File: src/rtl/pool_pkg.sv
// pool_pkg: shared types and constants for the pooling stage.
//   - MAT_MUL_SIZE / DWIDTH global macros (defaulted here if not provided)
//   - window encodings, FSM state enum, accumulator width, log2(W) lookup
// Optional feature macro: POOL_AVG_EN (average-pooling datapath).
`ifndef MAT_MUL_SIZE
`define MAT_MUL_SIZE 4
`endif
`ifndef DWIDTH
`define DWIDTH 8
`endif

package pool_pkg;

  localparam int unsigned MMS = `MAT_MUL_SIZE;
  localparam int unsigned DW  = `DWIDTH;
  localparam int unsigned CW  = (MMS > 1) ? $clog2(MMS) : 1;

`ifdef POOL_AVG_EN
  // Headroom for summing up to 16 elements (4x4 window).
  localparam int unsigned ACC_WIDTH = DW + 4;
`else
  localparam int unsigned ACC_WIDTH = DW;
`endif

  typedef enum logic [1:0] {
    WIN_DEF = 2'b00,
    WIN_1   = 2'b01,
    WIN_2   = 2'b10,
    WIN_4   = 2'b11
  } win_e;

  typedef enum logic [1:0] {
    S_IDLE,
    S_ACC,
    S_DONE
  } state_e;

  // 00 is treated as a 1x1 window.
  function automatic logic [1:0] win_log2(input logic [1:0] enc);
    case (enc)
      WIN_2:   return 2'd1;
      WIN_4:   return 2'd2;
      default: return 2'd0;
    endcase
  endfunction

endpackage

File: src/rtl/pool_group_reduce.sv
// pool_group_reduce: one output group of the pooling stage.
//   Horizontal reduce of the first W lanes of lanes_i, then vertical
//   accumulation over W rows (load on window row 0, combine afterwards).
// Ports:
//   clk, reset   clock, synchronous active-high reset
//   lanes_i      4 candidate lanes, lane k at [k*DW +: DW]
//   wlog_i       log2(W)
//   mode_i       0 = max, 1 = average (only with POOL_AVG_EN)
//   load_i       first row of the window: overwrite accumulator
//   acc_en_i     a row is accepted this cycle
//   result_o     reduced value including the current row
// Optional feature macro: POOL_AVG_EN.
module pool_group_reduce
  import pool_pkg::*;
(
  input  logic              clk,
  input  logic              reset,
  input  logic [4*DW-1:0]   lanes_i,
  input  logic [1:0]        wlog_i,
  input  logic              mode_i,
  input  logic              load_i,
  input  logic              acc_en_i,
  output logic [DW-1:0]     result_o
);

  logic signed [DW-1:0]        ln [4];
  logic signed [ACC_WIDTH-1:0] h_max, comb, acc_d, acc_q;
  logic [2:0]                  wsize;
`ifdef POOL_AVG_EN
  logic signed [ACC_WIDTH-1:0] h_sum, shifted;
`else
  logic                        unused_mode;
`endif

  always_comb begin
    for (int unsigned k = 0; k < 4; k++) ln[k] = lanes_i[k*DW +: DW];
  end

  always_comb begin
    wsize = 3'd1 << wlog_i;
    h_max = ACC_WIDTH'(ln[0]);
    for (int unsigned k = 1; k < 4; k++) begin
      if (k < 32'(wsize) && ACC_WIDTH'(ln[k]) > h_max) h_max = ACC_WIDTH'(ln[k]);
    end
`ifdef POOL_AVG_EN
    h_sum = '0;
    for (int unsigned k = 0; k < 4; k++) begin
      if (k < 32'(wsize)) h_sum = h_sum + ACC_WIDTH'(ln[k]);
    end
    if (mode_i) comb = load_i ? h_sum : acc_q + h_sum;
    else        comb = load_i ? h_max : ((h_max > acc_q) ? h_max : acc_q);
    // Arithmetic shift by 2*log2(W) divides by W*W, flooring toward -inf.
    shifted  = comb >>> {wlog_i, 1'b0};
    result_o = mode_i ? shifted[DW-1:0] : comb[DW-1:0];
`else
    unused_mode = mode_i;
    comb        = load_i ? h_max : ((h_max > acc_q) ? h_max : acc_q);
    result_o    = comb[DW-1:0];
`endif
    acc_d = acc_en_i ? comb : acc_q;
  end

  always_ff @(posedge clk) begin
    if (reset) acc_q <= '0;
    else       acc_q <= acc_d;
  end

endmodule

File: src/rtl/pool.sv
// pool: spatial max/average pooling over WxW tiles (W = 1, 2, 4) of
//   MAT_MUL_SIZE x MAT_MUL_SIZE frames, one input row per cycle.
// Ports:
//   clk, reset           clock, synchronous active-high reset
//   enable_pool          0 = combinational bypass
//   pool_window_size     01=W1, 10=W2, 11=W4, 00=W1 (latched per frame)
//   pool_mode            0=max, 1=average (latched per frame)
//   in_data_available    inp_data valid
//   inp_data             input row, lane i at [i*DWIDTH +: DWIDTH]
//   out_data             pooled row (registered, 0 outside pulses)
//   out_data_available   one-cycle pulse per completed window row
//   done_pool            frame complete (sticky until input goes idle)
// Optional feature macro: POOL_AVG_EN (enables average mode).
module pool
  import pool_pkg::*;
(
  input  logic              clk,
  input  logic              reset,
  input  logic              enable_pool,
  input  logic [1:0]        pool_window_size,
  input  logic              pool_mode,
  input  logic              in_data_available,
  input  logic [MMS*DW-1:0] inp_data,
  output logic [MMS*DW-1:0] out_data,
  output logic              out_data_available,
  output logic              done_pool
);

  state_e            state_q, state_d;
  logic [1:0]        wlog_q, wlog_d, wlog;
  logic              mode_q, mode_d, mode;
  logic [CW-1:0]     row_cnt_q, row_cnt_d;
  logic [1:0]        win_cnt_q, win_cnt_d;
  logic [MMS*DW-1:0] out_q, out_d;
  logic              avail_q, avail_d;
  logic [2:0]        wsize;
  logic              rst_int, accept, emit, win_last, last_row;
  logic [4*DW-1:0]   grp_lanes [MMS];
  logic [DW-1:0]     grp_res   [MMS];

  // Bypass holds all internal state in reset.
  always_comb rst_int = reset | ~enable_pool;

  // Window and mode come straight from the inputs on the frame's first row,
  // from the latched copies for the rest of the frame.
  always_comb begin
    wlog     = (state_q == S_IDLE) ? win_log2(pool_window_size) : wlog_q;
    mode     = (state_q == S_IDLE) ? pool_mode : mode_q;
    wsize    = 3'd1 << wlog;
    accept   = in_data_available && (state_q != S_DONE);
    win_last = (win_cnt_q == 2'(wsize - 3'd1));
    emit     = accept && win_last;
    last_row = (row_cnt_q == CW'(MMS - 1));
  end

  // State register
  always_ff @(posedge clk) begin
    if (rst_int) state_q <= S_IDLE;
    else         state_q <= state_d;
  end

  // Next state
  always_comb begin
    state_d = state_q;
    case (state_q)
      S_IDLE:  if (in_data_available) state_d = last_row ? S_DONE : S_ACC;
      S_ACC: begin
        if (!in_data_available) state_d = S_IDLE;
        else if (last_row)      state_d = S_DONE;
      end
      S_DONE:  if (!in_data_available) state_d = S_IDLE;
      default: state_d = S_IDLE;
    endcase
  end

  // Outputs
  always_comb begin
    if (enable_pool) begin
      out_data           = out_q;
      out_data_available = avail_q;
      done_pool          = (state_q == S_DONE);
    end else begin
      out_data           = inp_data;
      out_data_available = in_data_available;
      done_pool          = 1'b1;
    end
  end

  // Counters clear whenever no row is accepted (idle, abort, or DONE).
  always_comb begin
    wlog_d    = wlog;
    mode_d    = mode;
    row_cnt_d = '0;
    win_cnt_d = '0;
    if (accept) begin
      row_cnt_d = last_row ? '0 : row_cnt_q + CW'(1);
      win_cnt_d = win_last ? '0 : win_cnt_q + 2'd1;
    end
  end

  // Group g covers lanes g*W .. g*W+W-1.
  always_comb begin
    for (int unsigned g = 0; g < MMS; g++) begin
      grp_lanes[g] = '0;
      for (int unsigned k = 0; k < 4; k++) begin
        if ((g << wlog) + k < MMS)
          grp_lanes[g][k*DW +: DW] = inp_data[((g << wlog) + k)*DW +: DW];
      end
    end
  end

  for (genvar g = 0; g < MMS; g++) begin : g_grp
    pool_group_reduce u_reduce (
      .clk      (clk),
      .reset    (rst_int),
      .lanes_i  (grp_lanes[g]),
      .wlog_i   (wlog),
      .mode_i   (mode),
      .load_i   (win_cnt_q == 2'd0),
      .acc_en_i (accept),
      .result_o (grp_res[g])
    );
  end

  // Only the first MMS/W groups are live; the rest pack as zero.
  always_comb begin
    out_d   = '0;
    avail_d = emit;
    if (emit) begin
      for (int unsigned g = 0; g < MMS; g++) begin
        if (g < (MMS >> wlog)) out_d[g*DW +: DW] = grp_res[g];
      end
    end
  end

  always_ff @(posedge clk) begin
    if (rst_int) begin
      wlog_q    <= '0;
      mode_q    <= 1'b0;
      row_cnt_q <= '0;
      win_cnt_q <= '0;
      out_q     <= '0;
      avail_q   <= 1'b0;
    end else begin
      wlog_q    <= wlog_d;
      mode_q    <= mode_d;
      row_cnt_q <= row_cnt_d;
      win_cnt_q <= win_cnt_d;
      out_q     <= out_d;
      avail_q   <= avail_d;
    end
  end

endmodule

File: config.mk
export PLATFORM = sky130hd
export DESIGN_NAME = pool
export DESIGN_NICKNAME = d
export VERILOG_FILES = /design/src/rtl/pool_pkg.sv /design/src/rtl/pool_group_reduce.sv /design/src/rtl/pool.sv
export SDC_FILE = /design/constraint.sdc
export NUM_CORES = 1
export LEC_CHECK = 0
export BUFFER_PORTS_ARGS = -buffer_cell sky130_fd_sc_hd__buf_2
export CAP_MARGIN = 25
export CELL_PAD_IN_SITES_DETAIL_PLACEMENT = 1
export CELL_PAD_IN_SITES_GLOBAL_PLACEMENT = 2
export CORE_ASPECT_RATIO = 0.5
export CORE_MARGIN = 2
export CORE_UTILIZATION = 31
export DETAILED_ROUTE_END_ITERATION = 16
export PLACE_DENSITY = 0.79
export SYNTH_ARGS = -nofsm -noshare
export SYNTH_HDL_FRONTEND = slang
export SYNTH_SLANG_ARGS = --single-unit
File: constraint.sdc
create_clock -name clk -period 19.7 [get_ports clk]
set_input_delay 2.955 -clock clk [delete_from_list [all_inputs] [get_ports clk]]
set_output_delay 2.955 -clock clk [all_outputs]
set_load 0.05 [all_outputs]
# Word level (Yosys, flattened, before mapping)
# Index checks and enable logic that the tools add are counted.
# word_totals
word_cells	177
regBits	73
# op_classes
n_mux	47
order_cmp	39
n_reduce_logical	23
shifts	22
n_bitwise	8
eq_ne	10
n_addsub	15
# op_table
cell	count
$shiftx A32 B33 Y8	16
$lt A32 B3 Y1 const B	16
$mux W8	36
$add A32 B2 Y32 const B	8
$add A32 B1 Y32 const B	4
$gt A8 B8 Y1	16
$lt A1 B32 Y1 const A	2
$lt A2 B32 Y1 const A	2
$shl A1 B2 Y32 const A	2
$shl A2 B2 Y32 const A	2
$mux W32	1
$shr A3 B2 Y32 const A	1
$reduce_or A3 Y1	6
$logic_and A1 B1 Y1	14
$mux W2	6
$eq A2 B2 Y1 const B	4
$not A1 Y1	7
$lt A2 B3 Y1 const A	2
$ne A2 B2 Y1 const B	3
$pmux W2 S3	1
$add A2 B1 Y2 const B	2
$logic_not A2 Y1	2
$pmux W2 S2	1
$lt A1 B3 Y1 const A	1
8 further kinds	9

# Depth between registers and ports, before layout
# Gate-level depths: netlist (run 1).
# depth
ltp_word	19
depth_mapped	46

# Cells and area by module
# A second synthesis (run 1) with hierarchy kept.
# unflattened
cells_unflattened	1440
area_unflattened_um2	11274.6
# by_module_without_submodules
mod	area_per_inst_um2	cells_per_inst	seq_area_each_um2	instances
pool_group_reduce at g_grp[0].u_reduce ...	2122.0	285	160.2	3
pool	3279.4	374	840.8	1
pool_group_reduce at g_grp[3].u_reduce	1629.1	211	160.2	1

# Worst setup path before layout (run 1)
# No wires, ideal clock.
# synth_path
path_kind	input-to-reg
from	input pool_window_size[0]
to	register g_grp[1].u_reduce.acc_q[0]
arrival_ns	11.324
n_path_buf	6
stages	42
setup_ns	0.070
setup_slack_ns	8.306
path_cell_list	o41a_1 -> inv_1 -> ha_1 -> buf_2 -> inv_1 -> ha_1 -> buf_2 -> mux4_2 -> nor2b_1 -> ha_1 -> nand2_1 -> a211o_1 -> a311o_2 -> nand2_4 -> buf_12 -> o21a_1 -> ha_1 -> or3_1 -> [6 not listed] -> ha_1 -> and3_1 -> o21ai_0 -> a31oi_1 -> o211a_1 -> o21ai_0 -> clkbuf_1 -> nor2_1 -> or2_2 -> ha_1 -> nand3b_1 -> a21oi_1 -> a211oi_1 -> o21ai_0 -> and2_1 -> clkbuf_1 -> o21ai_0 -> a21oi_1
# synth_via
elab_chain_len	19
word_cells_on_any_way	36
classes_between	add/sub: 3; order compare: 11; eq/ne: 2; shift: 6; mux: 11; reduce/logical: 3
# synth_rtl
element	line_no	text
start, declared	pool.sv:20	input logic [1:0] pool_window_size,
$eq A2 B2 Y1	pool_pkg.sv:40	case (enc)
$pmux W2 S2 *	pool_pkg.sv:40	
$mux W2 *	pool.sv:47	wlog = (state_q == S_IDLE) ? win_log2(pool_window_size) : wlog_q;
via g_grp[0].u_reduce.wlog_i[0]	pool_group_reduce.sv:19	input logic [1:0] wlog_i,
$shl A1 B2 Y32	pool.sv:107	grp_lanes[g][k*DW +: DW] = inp_data[((g << wlog) + k)*DW +: DW];
$add A32 B1 Y32	pool.sv:107	
$lt A32 B3 Y1 or $shiftx A32 B33 Y8 (tied branches)	pool.sv:106, pool.sv:107	
$mux W8	pool.sv:106	if ((g << wlog) + k < MMS)
[4 not listed]	-	
$logic_and A1 B1 Y1	pool_group_reduce.sv:43	if (k < 32'(wsize) && ACC_WIDTH'(ln[k]) > h_max) h_max = ACC_WIDTH'(ln[k]);
$mux W8	pool_group_reduce.sv:43	
$gt A8 B8 Y1	pool_group_reduce.sv:43	
$logic_and A1 B1 Y1	pool_group_reduce.sv:43	
$mux W8 *	pool_group_reduce.sv:43	
$gt A8 B8 Y1	pool_group_reduce.sv:57	comb = load_i ? h_max : ((h_max > acc_q) ? h_max : acc_q);
$mux W8	pool_group_reduce.sv:57	
$mux W8 *	pool_group_reduce.sv:57	
end signal, assigned	pool_group_reduce.sv:64	if (reset) acc_q <= '0;
end signal, assigned	pool_group_reduce.sv:65	else acc_q <= acc_d;
end, declared	pool_group_reduce.sv:27	logic signed [ACC_WIDTH-1:0] h_max, comb, acc_d, acc_q;
# Mark *: on every way through the listed nets, which the timed path passes. The rest lies on a longest branch.
# A chain may end at the register's enable or synchronous reset.

# Worst setup path after layout (run 1)
# layout_path
from	input pool_window_size[1]
to	register g_grp[1].u_reduce.acc_q[5]
# layout_via
elab_chain_len	19
word_cells_on_any_way	36
classes_between	add/sub: 3; order compare: 11; eq/ne: 2; shift: 6; mux: 11; reduce/logical: 3
# layout_rtl
element	line_no
$eq A2 B2 Y1	pool_pkg.sv:40
$pmux W2 S2 *	pool_pkg.sv:40
$mux W2 *	pool.sv:47
$shl A1 B2 Y32	pool.sv:107
$add A32 B1 Y32	pool.sv:107
$lt A32 B3 Y1 or $shiftx A32 B33 Y8 (tied branches)	pool.sv:106, pool.sv:107
$mux W8	pool.sv:106
$gt A8 B8 Y1	pool_group_reduce.sv:43
[3 not listed]	-
$logic_and A1 B1 Y1	pool_group_reduce.sv:43
$mux W8	pool_group_reduce.sv:43
$gt A8 B8 Y1	pool_group_reduce.sv:43
$logic_and A1 B1 Y1	pool_group_reduce.sv:43
$mux W8 *	pool_group_reduce.sv:43
$gt A8 B8 Y1	pool_group_reduce.sv:57
$mux W8	pool_group_reduce.sv:57
$mux W8 *	pool_group_reduce.sv:57
# Mark *: on every way between the ends. The rest lies on a longest branch, timed or not.

==> impl_results.rst, run 1 <==
.. list-table::
   :header-rows: 1

   * - Metric
     - Value
   * - Antenna violation net count after detailed routing
     - 0
   * - Worst rel slew slack
     - 32.8%
   * - Int Pwr
     - 0.000371 W
   * - Crit path largest cell delay
     - 0.98 ns
   * - Dominant register cell in the synthesized netlist
     - sky130_fd_sc_hd__dfxtp_1
   * - Static power due to leakage
     - 3.90 nW
   * - DR vias/cell
     - 5.54
   * - CTS tree
     - yes
   * - Antenna Cells
     - 0
   * - YS warnings
     - 0
   * - Placed Cells
     - 1324
   * - Portion of the clock cycle consumed by the worst path in the final layout
     - 67.6%
   * - Die height
     - 116 um
   * - Most area-consuming cells after synthesis
     - sky130_fd_sc_hd__dfxtp_1, sky130_fd_sc_hd__ha_1, sky130_fd_sc_hd__mux2_2
   * - Number of buffers added by the clock tree synthesis step
     - 9
   * - Switching Power
     - between 0.0002 and 0.0003 W
   * - Total iterations of the first detailed-routing run
     - 5
   * - Total wire length
     - 27400 um
   * - Switching share of power
     - 41.4%
   * - Number of global-route vias before repair
     - 7475
   * - RSZ-0062 raised after global routing
     - false
   * - Post-synthesis cell type with the largest combined area
     - sky130_fd_sc_hd__dfxtp_1
   * - Endpoint arrival time on the critical path
     - 13.59 ns
   * - Synth top cells by count
     - sky130_fd_sc_hd__ha_1, sky130_fd_sc_hd__nand2_1, sky130_fd_sc_hd__inv_1
   * - Maximum net fanout on the critical path
     - 35
   * - CP max stage cell
     - sky130_fd_sc_hd__ha_1
   * - Synthesized instance count
     - roughly 940
   * - Wire length of the first global-routing pass
     - 42500 um
   * - TritonCTS sink count
     - 73
   * - Fraction of layout instances using a drive strength above 1
     - between 10% and 20%
   * - Insertion delay to the later sink of the worst-skew pair
     - 0.36 ns
   * - Total vias in the final route
     - 7424
   * - Count of instances resized after the clock tree is built
     - 0
   * - Final Hold Vio Count
     - 0
   * - Final worst path period need
     - 13.31 ns
   * - Non-Filler Instances
     - approximately 1.3k
   * - Total negative slack
     - 0 ns
   * - Share of power burned in the clock network
     - 28.2%
   * - Post-synthesis area per instance
     - 8.25 sq um
   * - Global route hottest layer
     - met2
   * - Pwr dens
     - 72.3 mW/mm^2
   * - Core region area
     - approximately 0.024 sq mm
   * - Sequential element share of the synthesized area
     - 18.8%
   * - Number of DRC markers in iteration 0
     - approximately 420
   * - Detailed-route DRC error count
     - 0
   * - Met2 Resource Use GR
     - 34.6%
   * - Post-CTS clock slew at the launch and capture registers of the worst setup and hold paths
     - 0.07 ns
   * - Max capacitance violation total
     - 0
   * - H-tree levels
     - 3
   * - Synthesized flop and latch total
     - between 70 and 80
   * - Run status
     - finished clean
   * - Actual slew at the worst max-slew pin
     - a little over 1 ns
   * - Total gr overflow
     - 0
   * - Number of antenna violations at the first check in global routing
     - 0
   * - Share of the synthesized area in the top cell type
     - 18.8%
   * - Most common cell on crit path
     - sky130_fd_sc_hd__ha_1
   * - Req. time, crit path
     - 19.98 ns
   * - Width of the die
     - 228 um
   * - Post-CTS Hold Fix Bufs
     - 0
   * - Maximum number of pins on one net before global-route repair
     - 47
   * - Startpoint types
     - input port
   * - Buffer depth of the longest clock path
     - 2
   * - Number of enable flip-flop cells after synthesis
     - 0
   * - Starting Density
     - 32.0%
   * - Share of flip-flops with an asynchronous set or reset after synthesis
     - 0%
   * - Total global routing track utilization
     - 20.9%
   * - Sequential Power Share
     - about a quarter
   * - Classification of the worst-slack hold path
     - flip-flop to flip-flop
   * - Met3 track utilization from global routing
     - 3.30%
   * - Worst vdd ir
     - roughly 0.000035 V
   * - Master cell of the clock root buffer
     - sky130_fd_sc_hd__clkbuf_16
   * - Final worst clock skew
     - 0.0111 ns
   * - I/O pin count
     - between 70 and 80
   * - Fmax
     - 75.1 MHz
   * - Post-Syn Area
     - 0.00778 sq mm
   * - Routability congestion estimate
     - ~0.9
   * - GR met1 Demand/Resource
     - 28.5%
   * - Worst setup EP type
     - flip-flop
   * - Detailed placement HPWL
     - between 20000 and 25000 um
   * - Floorplan die area
     - 0.0265 sq mm
   * - Rows
     - 40
   * - Area added between synthesis and finish
     - 12.6%
   * - Port Buffer Count
     - slightly above 70
   * - Most common cell in the netlist
     - sky130_fd_sc_hd__ha_1
   * - WS Path Type
     - input port to flip-flop
   * - Number of distinct library cells after synthesis
     - roughly 80
   * - Wire length per cell
     - 20.4 um
   * - Combinational Power Share
     - 47.3%
   * - Final count of negative-setup-slack endpoints
     - 0
   * - Fin nets
     - 1151
   * - Postcts setup bufs
     - 0
   * - Max-slew violation count
     - 0
per-layer routing:
layer  up-vias  wire [um]
met5         -          0
met4         0        438
met3        29        845
met2       126      12300
met1      3706      13700
li1       3563          -
registers in the layout (all words and copies together) (netlist names):
signal / flops
state_q: 2
wlog_q: 2
win_cnt_q: 2
avail_q: 1
row_cnt_q: 2
out_q: 32
g_grp.u_reduce.acc_q: 32
logic make-up (layout without fill, tap and decap cells):
logic type | count (synthesis) | count (layout) | share of synthesized area, %
AOI/OAI and AO/OA | 242 | 242 | 23.7
xor gates and xnor gates | 2 | 2 | 0.225
adders and majority gates | 113 | 113 | 18.2
buffers and inverters | 127 | 173 | 6.67
DFF | 73 | 73 | 18.8
muxes | 74 | 74 | 12.4
other | 2 | 16 | 0.0965
and+or+nand+nor | 311 | 311 | 20.0
per-stage QoR:
step	power (W)	worst slack (ns)	utilization, %	cell area (sq um)	hold WS [ns]
after CTS	0.000638	6.41	36.0	8770	0.440
after global placement	0.000447	6.30	34.8	8450	0.416
final	0.000634	6.39	36.0	8770	0.437
after global routing	0.000680	5.52	36.0	8770	0.449
after detailed placement	0.000455	6.12	34.8	8450	0.432
after floorplan	0.000381	8.31	-	7840	0.408
cells in the final DEF, fill, tap and decap left out, types with 11 or more instances in the layout:
master,Yosys,final
sky130_fd_sc_hd__buf_2,12,71
sky130_fd_sc_hd__nor3_1,15,14
sky130_fd_sc_hd__nor2b_1,25,25
sky130_fd_sc_hd__conb_1,2,16
sky130_fd_sc_hd__a22o_1,17,17
sky130_fd_sc_hd__ha_1,113,112
sky130_fd_sc_hd__and2_1,27,27
sky130_fd_sc_hd__inv_1,77,77
sky130_fd_sc_hd__o21ai_0,41,41
sky130_fd_sc_hd__o211ai_1,11,11
sky130_fd_sc_hd__a31oi_1,11,11
sky130_fd_sc_hd__nor2_1,72,72
sky130_fd_sc_hd__nand2_1,95,95
sky130_fd_sc_hd__nand4_1,16,16
sky130_fd_sc_hd__a21oi_1,36,36
sky130_fd_sc_hd__mux2i_1,23,23
sky130_fd_sc_hd__a211o_1,12,12
sky130_fd_sc_hd__a21o_1,17,17
sky130_fd_sc_hd__a32o_1,15,15
sky130_fd_sc_hd__dfxtp_1,73,73
sky130_fd_sc_hd__mux2_2,37,37
sky130_fd_sc_hd__mux4_2,14,14
sky130_fd_sc_hd__nand3_1,13,13
final timing paths:
path	startpoint	to	slack, ns	depth (start not counted)
setup / recovery	pool_window_size[1]	g_grp[1].u_reduce.acc_q[5]	6.39	35
hold / removal	row_cnt_q[0]	row_cnt_q[0]	0.44	1
setup reg to reg	state_q[1]	g_grp[1].u_reduce.acc_q[5]	8.61	34
hold reg to reg	row_cnt_q[0]	row_cnt_q[0]	0.44	1
power groups by stage:
| stage | registers (W) | logic (W) | clock network [W] |
|---|---|---|---|
| floorplan | 0.000157 | 0.000224 | 0 |
| finish | 0.000155 | 0.000300 | 0.000179 |
| detailed placement | 0.000158 | 0.000296 | 0 |
| CTS | 0.000155 | 0.000299 | 0.000185 |
| global route | 0.000155 | 0.000334 | 0.000190 |
| global placement | 0.000158 | 0.000289 | 0 |
critical path, delay by kind of cell:
kind,cells,cell delay [ns]
buffers and inverters,2,0.42
adder cells (fa/ha/maj),6,3.04
AO/OA/AOI/OAI,12,3.28
multiplexers,2,1.08
AND/OR/NAND/NOR,13,2.78
layout make-up:
| type | instances | area (sq um) |
|---|---|---|
| Inverter | 78 | 293 |
| Clock buffer | 10 | 239 |
| Tap cell | 336 | 420 |
| Clock inverter | 6 | 73.8 |
| Sequential cell | 73 | 1460 |
| Timing Repair Buffer | 79 | 415 |
| Multi-Input combinational cell | 758 | 5860 |
| Fill cell | 2971 | 15600 |
Power figures use the tool's default switching activity.
==> run 2: changes to the inputs <==
- clock period: 19.7 -> 13.5 ns (I/O delays scaled with it)
==> impl_results.rst, run 2 (same netlist as run 1, synthesis figures left out) <==
.. list-table::
   :header-rows: 1

   * - Metric
     - Value
   * - Classification of the worst-slack hold path
     - flip-flop to flip-flop
   * - Rows
     - 40 (unchanged)
   * - Number of filler instances in the final layout
     - 2978 (+0.24%)
   * - I/O pin count
     - 73 (unchanged)
   * - WS Path Type
     - input port to flip-flop
   * - Total vias in the final route
     - 7346 (-1.1%)
   * - Count of cells along the worst register-to-register path
     - 36 (+5.9%)
   * - Non-Filler Instances
     - 1341 (+0.075%)
   * - Most frequent standard cell in the layout excluding fill and tap cells
     - sky130_fd_sc_hd__ha_1
   * - Total gr overflow
     - 0 (unchanged)
   * - Detailed placement HPWL
     - 20900 um (+0.38%)
   * - Final worst clock skew
     - 0.0119 ns (+0.000763 ns)
   * - Area occupied by registers
     - 0.00146 sq mm (unchanged)
   * - Final Hold Vio Count
     - 0 (unchanged)
   * - Run status
     - finished clean
   * - Placed Cells
     - 1325 (+0.076%)
   * - Width of the die
     - 228 um (unchanged)
   * - Insertion delay to the later sink of the worst-skew pair
     - 0.36 ns (about the same)
   * - Post-CTS clock slew at the launch and capture registers of the worst setup and hold paths
     - 0.07 ns (about the same)
   * - Antenna Cells
     - 0 (unchanged)
   * - Launch instance of the worst min-delay path
     - row_cnt_q[0]
   * - Max-slew violation count
     - 0 (unchanged)
   * - Maximum number of pins on one net before global-route repair
     - 47 (unchanged)
   * - Startpoint types
     - input port
   * - CP max stage cell
     - sky130_fd_sc_hd__ha_1
   * - Master cell of the clock root buffer
     - sky130_fd_sc_hd__clkbuf_16
   * - Crit Reg-Reg Startpoint
     - state_q[1]
   * - Number of buffers added by the clock tree synthesis step
     - 9 (unchanged)
   * - Core region area
     - 0.0243 sq mm (unchanged)
   * - Post-Place Setup Slack
     - 1.34 ns (-4.78 ns)
   * - Die height
     - 116 um (unchanged)
   * - Total global routing track utilization
     - 21.0% (+0.10 points)
   * - Area added between synthesis and finish
     - 12.4%
   * - Most common cell on crit path
     - sky130_fd_sc_hd__ha_1
   * - Count of instances resized after the clock tree is built
     - 0 (unchanged)
   * - WHS
     - 0.446 ns (+0.00904 ns)
   * - Number of global-route vias before repair
     - 7531 (+0.75%)
   * - Wire length per cell
     - 20.5 um (+0.28%)
   * - Fin nets
     - 1152 (+0.087%)
   * - Worst hold stages
     - 1 (unchanged)
   * - H-tree levels
     - 3 (unchanged)
   * - Final Worst Setup Slack
     - 1.59 ns (-4.80 ns)
   * - Total wire length
     - 27500 um (+0.36%)
   * - Static power due to leakage
     - 3.90 nW (-0.20%)
   * - Routability congestion estimate
     - 0.880 (+0.22%)
   * - Starting Density
     - 32.0% (unchanged)
   * - Post-CTS Hold Fix Bufs
     - 0 (unchanged)
   * - Maximum net fanout on the critical path
     - 28 (-20%)
   * - Req. time, crit path
     - 13.77 ns (-6.21 ns)
   * - Fraction of layout instances using a drive strength above 1
     - 18.0% (+0.082 points)
   * - Worst rel slew slack
     - 33.7% (+0.84 points)
   * - Endpoint arrival time on the critical path
     - 12.18 ns (-1.41 ns)
   * - Top library cells by usage in the layout, fill and taps aside
     - sky130_fd_sc_hd__ha_1, sky130_fd_sc_hd__nand2_1, sky130_fd_sc_hd__inv_1, sky130_fd_sc_hd__dfxtp_1, sky130_fd_sc_hd__nor2_1
   * - Total negative slack
     - 0 ns (unchanged)
   * - Fmax
     - 84.0 MHz
   * - CTS tree
     - yes
   * - Pwr dens
     - 104 mW/mm^2 (+44%)
   * - Portion of the clock cycle consumed by the worst path in the final layout
     - 88.2%
   * - Number of DRC markers in iteration 0
     - 445 (+7.0%)
   * - Total Power Consumption
     - 0.000909 W (+43%)
   * - Total iterations of the first detailed-routing run
     - 5 (unchanged)
   * - Number of antenna violations at the first check in global routing
     - 0 (unchanged)
   * - Buffer depth of the longest clock path
     - 2 (unchanged)
   * - Total area of multi-input combinational cells
     - 0.00586 sq mm (unchanged)
   * - RSZ-0062 raised after global routing
     - false
   * - Top delay family on crit path
     - compound AO/OA/AOI/OAI gates
   * - Postcts setup bufs
     - 0 (unchanged)
   * - Max capacitance violation total
     - 0 (unchanged)
   * - CP Launch Point
     - pool_window_size[0]
   * - Leading registers by flop count
     - g_grp.u_reduce.acc_q: 32 flops, out_q: 32 flops
   * - Worst setup EP type
     - flip-flop
   * - TritonCTS sink count
     - 73 (unchanged)
   * - Floorplan die area
     - 0.0265 sq mm (unchanged)
   * - Actual slew at the worst max-slew pin
     - 0.995 ns (-0.0126 ns)
   * - Port Buffer Count
     - 71 (unchanged)
   * - Worst vdd ir
     - 0.0000489 V (+39%)
   * - Logic depth of the worst path, buffers included
     - 37 (+5.7%)
   * - Final worst path period need
     - 11.91 ns
   * - Detailed-route DRC error count
     - 0 (unchanged)
   * - Wire length of the first global-routing pass
     - 42800 um (+0.75%)
   * - Final count of negative-setup-slack endpoints
     - 0 (unchanged)
   * - DR vias/cell
     - 5.48 (-1.1%)
   * - Bufs and invs on worst path
     - 4 (+2)
   * - Antenna violation net count after detailed routing
     - 0 (unchanged)
   * - Crit path largest cell delay
     - 0.88 ns (-0.10 ns)
run 2: final cells by class:
class / count / area share, %
clock inverter: 7 / 0.743
clock buffer: 9 / 2.57
multi-input combinational: 758 / 67.0
inverter: 78 / 3.35
tap: 336 / 4.80
sequential: 73 / 16.7
timing repair buffer: 80 / 4.83
run 2: report_power, final:
| group | switching (W) | internal, W |
|---|---|---|
| Combinational | 0.000268 | 0.000169 |
| Clock | 0.000116 | 0.000130 |
| Sequential | 0.00000406 | 0.000222 |
run 2: final timing paths:
check / endpoint / slack [ns]
setup / recovery: g_grp[1].u_reduce.acc_q[3] / 1.59
hold / removal: row_cnt_q[0] / 0.45
setup reg to reg: g_grp[1].u_reduce.acc_q[3] / 2.95
hold reg to reg: row_cnt_q[0] / 0.45
run 2: stage by stage:
stage / utilization, % / area (sq um)
2_1_floorplan: - / 7840
3_3_place_gp: 34.8 / 8460
3_5_place_dp: 34.8 / 8460
4_1_cts: 36.0 / 8750
5_1_grt: 36.0 / 8750
6_report: 36.0 / 8750
run 2: routing by layer:
metal | vias to the layer above | global-route usage (%) | wire length, um
met5 | - | 0 | 0
met4 | 0 | 6.10 | 458
met3 | 33 | 2.93 | 807
met2 | 119 | 35.1 | 12500
met1 | 3621 | 28.4 | 13700
li1 | 3573 | - | -
